## src/rtl/booth_mac_accumulator.sv

```systemverilog
// Saturating accumulator for the signed products of the sequential Booth multiplier.
// It sums a programmed number of products, then holds the sum on a result handshake.
module booth_mac_accumulator #(
    parameter int N     = 10,
    parameter int ACC_W = 2*N + 8,
    parameter int CNT_W = 8
) (
    input  logic               clk,
    input  logic               rst_n,
    input  logic               start,
    input  logic [CNT_W-1:0]   len,
    input  logic               p_valid,
    input  logic [2*N-1:0]     p_data,
    output logic               p_ready,
    output logic               out_valid,
    output logic [ACC_W-1:0]   out_data,
    input  logic               out_ready,
    output logic               overflow,
    output logic               busy
);

    typedef enum logic [1:0] {IDLE, ACC, DONE} state_t;

    localparam logic [ACC_W-1:0] ACC_MAX = {1'b0, {(ACC_W-1){1'b1}}};
    localparam logic [ACC_W-1:0] ACC_MIN = {1'b1, {(ACC_W-1){1'b0}}};

    state_t             state_q, state_d;
    logic [ACC_W-1:0]   acc_q, acc_d;
    logic [CNT_W-1:0]   rem_q, rem_d;
    logic               ovf_q, ovf_d;

    logic [ACC_W:0]     sum_ext;
    logic               sum_hi, sum_lo;
    logic [ACC_W-1:0]   sum_sat;

    // One guard bit: the two top bits disagree exactly when the true sum leaves ACC_W range.
    assign sum_ext = {acc_q[ACC_W-1], acc_q}
                   + {{(ACC_W+1-2*N){p_data[2*N-1]}}, p_data};
    assign sum_hi  = ~sum_ext[ACC_W] &  sum_ext[ACC_W-1];
    assign sum_lo  =  sum_ext[ACC_W] & ~sum_ext[ACC_W-1];

    always_comb begin
        sum_sat = sum_ext[ACC_W-1:0];
        if (sum_hi) begin
            sum_sat = ACC_MAX;
        end else if (sum_lo) begin
            sum_sat = ACC_MIN;
        end
    end

    always_comb begin
        state_d = state_q;
        acc_d   = acc_q;
        rem_d   = rem_q;
        ovf_d   = ovf_q;
        case (state_q)
            IDLE: begin
                if (start) begin
                    acc_d   = '0;
                    ovf_d   = 1'b0;
                    rem_d   = len;
                    state_d = (len == '0) ? DONE : ACC;
                end
            end
            ACC: begin
                if (p_valid) begin
                    acc_d = sum_sat;
                    rem_d = rem_q - CNT_W'(1);
                    if (sum_hi || sum_lo) begin
                        ovf_d = 1'b1;
                    end
                    if (rem_q == CNT_W'(1)) begin
                        state_d = DONE;
                    end
                end
            end
            DONE: begin
                if (out_ready) begin
                    state_d = IDLE;
                end
            end
            default: state_d = IDLE;
        endcase
    end

    always_ff @(posedge clk or negedge rst_n) begin
        if (!rst_n) begin
            state_q <= IDLE;
            acc_q   <= '0;
            rem_q   <= '0;
            ovf_q   <= 1'b0;
        end else begin
            state_q <= state_d;
            acc_q   <= acc_d;
            rem_q   <= rem_d;
            ovf_q   <= ovf_d;
        end
    end

    // Handshake outputs come straight from state so nothing upstream feeds back combinationally.
    assign p_ready   = (state_q == ACC);
    assign out_valid = (state_q == DONE);
    assign busy      = (state_q != IDLE);
    assign out_data  = acc_q;
    assign overflow  = ovf_q;

endmodule
```

## config.mk

```make
export PLATFORM = sky130hd
export DESIGN_NAME = booth_mac_accumulator
export DESIGN_NICKNAME = d
export VERILOG_FILES = /design/src/rtl/booth_mac_accumulator.sv
export SDC_FILE = /design/constraint.sdc
export NUM_CORES = 1
export LEC_CHECK = 0
export CORE_ASPECT_RATIO = 0.7
export CORE_UTILIZATION = 48
export DETAILED_ROUTE_END_ITERATION = 16
export PLACE_DENSITY = 0.82
export SYNTH_ARGS = -nofsm -noshare
export SYNTH_HDL_FRONTEND = slang
export SYNTH_SLANG_ARGS = --single-unit
```

## constraint.sdc

```tcl
create_clock -name clk -period 3 [get_ports clk]
set_input_delay 0.45 -clock clk [delete_from_list [all_inputs] [get_ports clk]]
set_output_delay 0.45 -clock clk [all_outputs]
set_load 0.02 [all_outputs]
```

Word level (Yosys, flattened, before mapping)
Index checks and enable logic that the tools add are counted.
{ "classes": {"addsub": 2, "eq_ne": 8, "mux": 18, "bitwise_logic": 4, "reduce_logical": 8} }
{ "ops": {"columns": ["operator", "count"], "rows": [
  ["two-way mux 28 bit", 4],
  ["one-hot mux 28 bit (2 select lines)", 1],
  ["adder 28 x 20 -> 29 bit", 1],
  ["two-way mux 8 bit", 2],
  ["one-hot mux 8 bit (2 select lines)", 1],
  ["two-way mux 2 bit", 5],
  ["equality test 8 x 1 -> 1 bit, second input constant", 1],
  ["logical NOT 8 bit", 1],
  ["AND reduction 4 bit", 2],
  ["subtractor 8 x 1 -> 8 bit, second input constant", 1],
  ["inequality test 2 x 1 -> 1 bit, second input constant", 3],
  ["one-hot mux 2 bit (3 select lines)", 1],
  ["inequality test 2 bit, second input constant", 2],
  ["nonzero test 2 bit", 2],
  ["two-way mux 1 bit", 3],
  ["AND reduction 3 bit", 1],
  ["AND 1 bit", 2],
  ["equality test 2 x 1 -> 1 bit, second input constant", 1],
  ["equality test 2 bit, second input constant", 1],
  ["logical NOT 2 bit", 1],
  ["NOT 1 bit", 2],
  ["one-hot mux 1 bit (2 select lines)", 1],
  ["logical OR 1 bit", 1]
]} }
{ "totals": {"regBits": 39, "output_inout_bits": 32, "wordCells": 44} }

Logic depth before layout (Yosys ltp)
{ "depth": {"ltp_word": 7, "mapped_depth": 16, "ltp_nobuf": 15} }

Worst setup path after synthesis
OpenSTA, ideal clock, no wires.
{ "synth_path": {"path_kind": "register to register", "startpoint": "reg acc_q[0] (netlist: out_data[0])", "endpoint": "reg acc_q[18] (netlist: out_data[18])", "setup_time_ns": 0.066, "arrival_time_ns": 3.232, "required_ns": 2.934, "slack_ns": -0.299, "stages_incl_launch_ff": 16, "path_buffers": 1, "synth_period_minus_slack_ns": 3.299, "cell_sequence": "dfrtp_1 ha_1 inv_1 fa_1 and2b_1 o2111ai_1 a21oi_2 a21oi_1 nand2_1 o21ai_1 o22ai_1 inv_1 ha_1 nor2_1 buf_2 a221o_1"} }
{ "synth_via": {"elab_chain_len": 7, "word_cells_on_any_way": 9, "classes_between": "1 x add/sub; 4 x mux; 4 x bitwise"} }
{ "synth_rtl": {"columns": ["element", "line", "source"], "rows": [
  ["from (decl)", "28", "logic [ACC_W-1:0] acc_q, acc_d;"],
  ["from (signal assigned)", "89", "acc_q <= '0;"],
  ["from (signal assigned)", "94", "acc_q <= acc_d;"],
  ["adder 28 x 20 -> 29 bit (*)", "38", "+ {{(ACC_W+1-2*N){p_data[2*N-1]}}, p_data};"],
  ["NOT 1 bit", "40", "assign sum_lo = sum_ext[ACC_W] & ~sum_ext[ACC_W-1];"],
  ["AND 1 bit", "40", null],
  ["two-way mux 28 bit", "46", "end else if (sum_lo) begin"],
  ["two-way mux 28 bit (*)", "44", "if (sum_hi) begin"],
  ["two-way mux 28 bit (*)", "66", "if (p_valid) begin"],
  ["one-hot mux 28 bit (2 select lines) (*)", "56", "case (state_q)"]
]} }
Every way passes the cells marked *; elsewhere a longest branch is shown, timed or not. The select of a mux whose other input is x is not followed.
A chain may end at the register's enable or synchronous reset.

Final worst setup path
{ "layout_path": {"startpoint": "reg acc_q[1] (netlist: out_data[1])", "endpoint": "reg acc_q[5] (netlist: out_data[5])"} }
Same word-level chain as after synthesis.

==> flow_metrics.tcl <==
set metrics [dict create \
    status "finished with violations" \
    violations "setup timing" \
    first_iter_violations 391 \
    grt_max_degree 46 \
    io_pins 65 \
    ys_warn_count 0 \
    worstSetupPathType "reg -> reg" \
    crit_path_end_kind "register" \
    dominantRegCellSynth "dfrtp_1" \
    grt_pass1_wl_um 19100 \
    gr-usage-all-layers 0.339 \
    slew_headroom 0.398 \
    final-seq-area_um2 985 \
    std_cell_rows 25 \
    p_sw_mw 2.98 \
    worst_pin_slew_ns 0.903 \
    synthCells 381 \
    viasPerCell 6.30 \
    period_needed_ns 3.15 \
    post-route-period-util 1.05 \
    synth_commonest_cells "39 x dfrtp_1, 36 x a21oi_1, 32 x ha_1, 32 x nor2_1, 30 x nand2_1" \
    clockBufferDepth 2 \
    ys_seq_area_frac 0.290 \
    setup_ws_ns -0.148 \
    cts_tree "built" \
    p_comb_frac 0.764 \
    cts_sinks 39 \
    drive_gt1_frac 0.312 \
    finalClockSkew_ns 0.0114 \
    synth_fp_nets 447 \
    p_int_mw 3.31 \
    tns_ns -3.28 \
    grt_overflow_total 0 \
    synth_area_leaders "dfrtp_1 29%, ha_1 12%, a221o_1 5.7%" \
    p_seq_frac 0.168 \
    vias 3945 \
    yosys.area.top_type_share 0.290 \
    cts_buffers 5 \
    syn2layout_area_growth_pct 53.9 \
    cts-root-buf "clkbuf_8" \
    synth_async_sr_flop_share 1.00 \
    syn-cell-area_um2 3360 \
    die_x_um 102 \
    fmax_mhz 318 \
    port_buffers 64 \
    power_leakage_nw 2.31 \
    synth.most_common_cell "dfrtp_1" \
    dpl.hpwl_um 7710 \
    maxCapViolations 0 \
    place_inst 602 \
    core-area_um2 6760 \
    p_sw_frac 0.474 \
    synth-seq-cells 39 \
    start_util 0.497 \
    critPathLaunchType "register" \
    stdcell_count 626 \
    final.fill_count 456 \
    drc 0 \
    syn_avg_cell_area_um2 8.82 \
    insertion_delay_ns 0.32 \
    grt_setup_unrepaired "true" \
    antenna_found_initial 0 \
    final_antenna_net_count 0 \
    ys_types 62 \
    arrival_ns 3.34 \
    htreeDepth 2 \
    wl_um 12900 \
    grt_pass1_vias 3897 \
    finalSetupViolCount 28 \
    irDropWorstVdd_mv 0.716 \
    clock_power_share 0.068 \
    synth_edf_count 0 \
    r2r_slack_ns -0.15 \
    clk_pin_slew_ns 0.10 \
    synth_top_area_cell "dfrtp_1" \
    finalPower_mw 6.29 \
    drv_slew 0 \
    p_per_area_nw_per_um2 1220 \
    dp_slack_ns -0.618 \
    fp.dieH_um 72.0 \
    worstPathMaxFanout 6 \
    wl_per_cell_um 20.5 \
    hold_class "in -> async" \
    cp.required_ns 3.19 \
    multi_input_area_um2 2490 \
    drt_pass1_iterations 6 \
    hold_viol 0 \
    die_area_um2 7350 \
    gp_congestion 0.904 \
    antenna_cells 0 \
    nNetsFinal 597 \
]
-- cells in the final DEF, fill, tap and decap left out, types with 13 or more instances in the layout --
cell / n
clkdlybuf4s50_1: 52
nand2_1: 30
dfrtp_1: 32
ha_4: 13
nor2_1: 31
buf_4: 89
a21oi_1: 31
a221o_1: 19
xnor2_1: 20
inv_1: 17
ha_1: 17
a21o_1: 16
o21ai_0: 18
-- power groups by stage --
stage	combinational [mW]	sequential, mW	clock (mW)
after global placement	3.98	1.01	0
final	4.81	1.06	0.426
after detailed placement	4.13	1.03	0
after CTS	4.47	1.04	0.409
after floorplan	2.40	1.18	0
after global routing	5.07	1.08	0.434
-- routing by layer --
| metal | GRT usage | routed length [um] |
|---|---|---|
| met1 | 0.413 | 5050 |
| met2 | 0.563 | 5890 |
| met3 | 0.0771 | 1170 |
| met4 | 0.181 | 752 |
| met5 | 0 | 0 |
-- state kept, by name, summed over array words and instances, names as in the netlist --
register  flops
out_data     28
overflow      1
rem_q         8
state_q       2
-- metrics by stage --
| step | util | hold WS [ns] | instance area (um2) |
|---|---|---|---|
| 2_1_floorplan | - | 0.154 | 3530 |
| 3_3_place_gp | 0.704 | 0.471 | 4760 |
| 3_5_place_dp | 0.704 | 0.491 | 4760 |
| 4_1_cts | 0.754 | 0.302 | 5090 |
| 5_1_grt | 0.766 | 0.335 | 5170 |
| 6_report | 0.766 | 0.247 | 5170 |
-- repair_timing --
item | in CTS | in global routing
pin swaps | 18 | 11
gates cloned | 4 | 1
buffers inserted | 9 | 2
hold endpoints to repair | 0 | 0
resized for setup | 28 | 14
hold buffers | 0 | 0
setup endpoints to repair | 28 | 28
-- kinds of logic after synthesis --
family                   count (synthesis)  share of synthesized area
AO/OA/AOI/OAI                          138                      0.313
AND/OR/NAND/NOR                        106                      0.151
flip-flops                              39                      0.290
buffers and inverters                   38                     0.0506
adder cells (fa/ha/maj)                 33                      0.125
XOR/XNOR                                27                     0.0704
-- cell type report --
cell class / count / area share
clock buffer: 6 / 0.0160
clock inverter: 2 / 0.00314
inverter: 19 / 0.0145
multi-input combinational: 306 / 0.482
sequential: 39 / 0.190
tap: 94 / 0.0227
timing repair buffer: 160 / 0.272
-- path summary, 6_finish.rpt --
path / startpoint / to / depth (start not counted)
max in group asynchronous: rst_n / out_data[0] / 1
setup / recovery: out_data[1] / out_data[5] / 15
min in group clk: state_q[1] / state_q[0] / 1
setup reg to reg: out_data[1] / out_data[5] / 15
hold / removal: rst_n / out_data[4] / 1
hold reg to reg: state_q[1] / state_q[0] / 1
-- worst max-delay path, cell delays in order, from the launching register on --
cell        delay, ns
dfrtp_2          0.48
ha_4             0.29
a21o_1           0.13
nand4_1          0.12
a211oi_2         0.24
buf_4            0.17
nor2_4           0.04
o31ai_4          0.27
a211oi_2         0.13
o21ai_2          0.19
xnor2_1          0.14
ha_2             0.23
buf_6            0.12
clkinvlp_4       0.18
a21oi_2          0.21
o21ai_1          0.08
(Power assumes the default switching activity.)
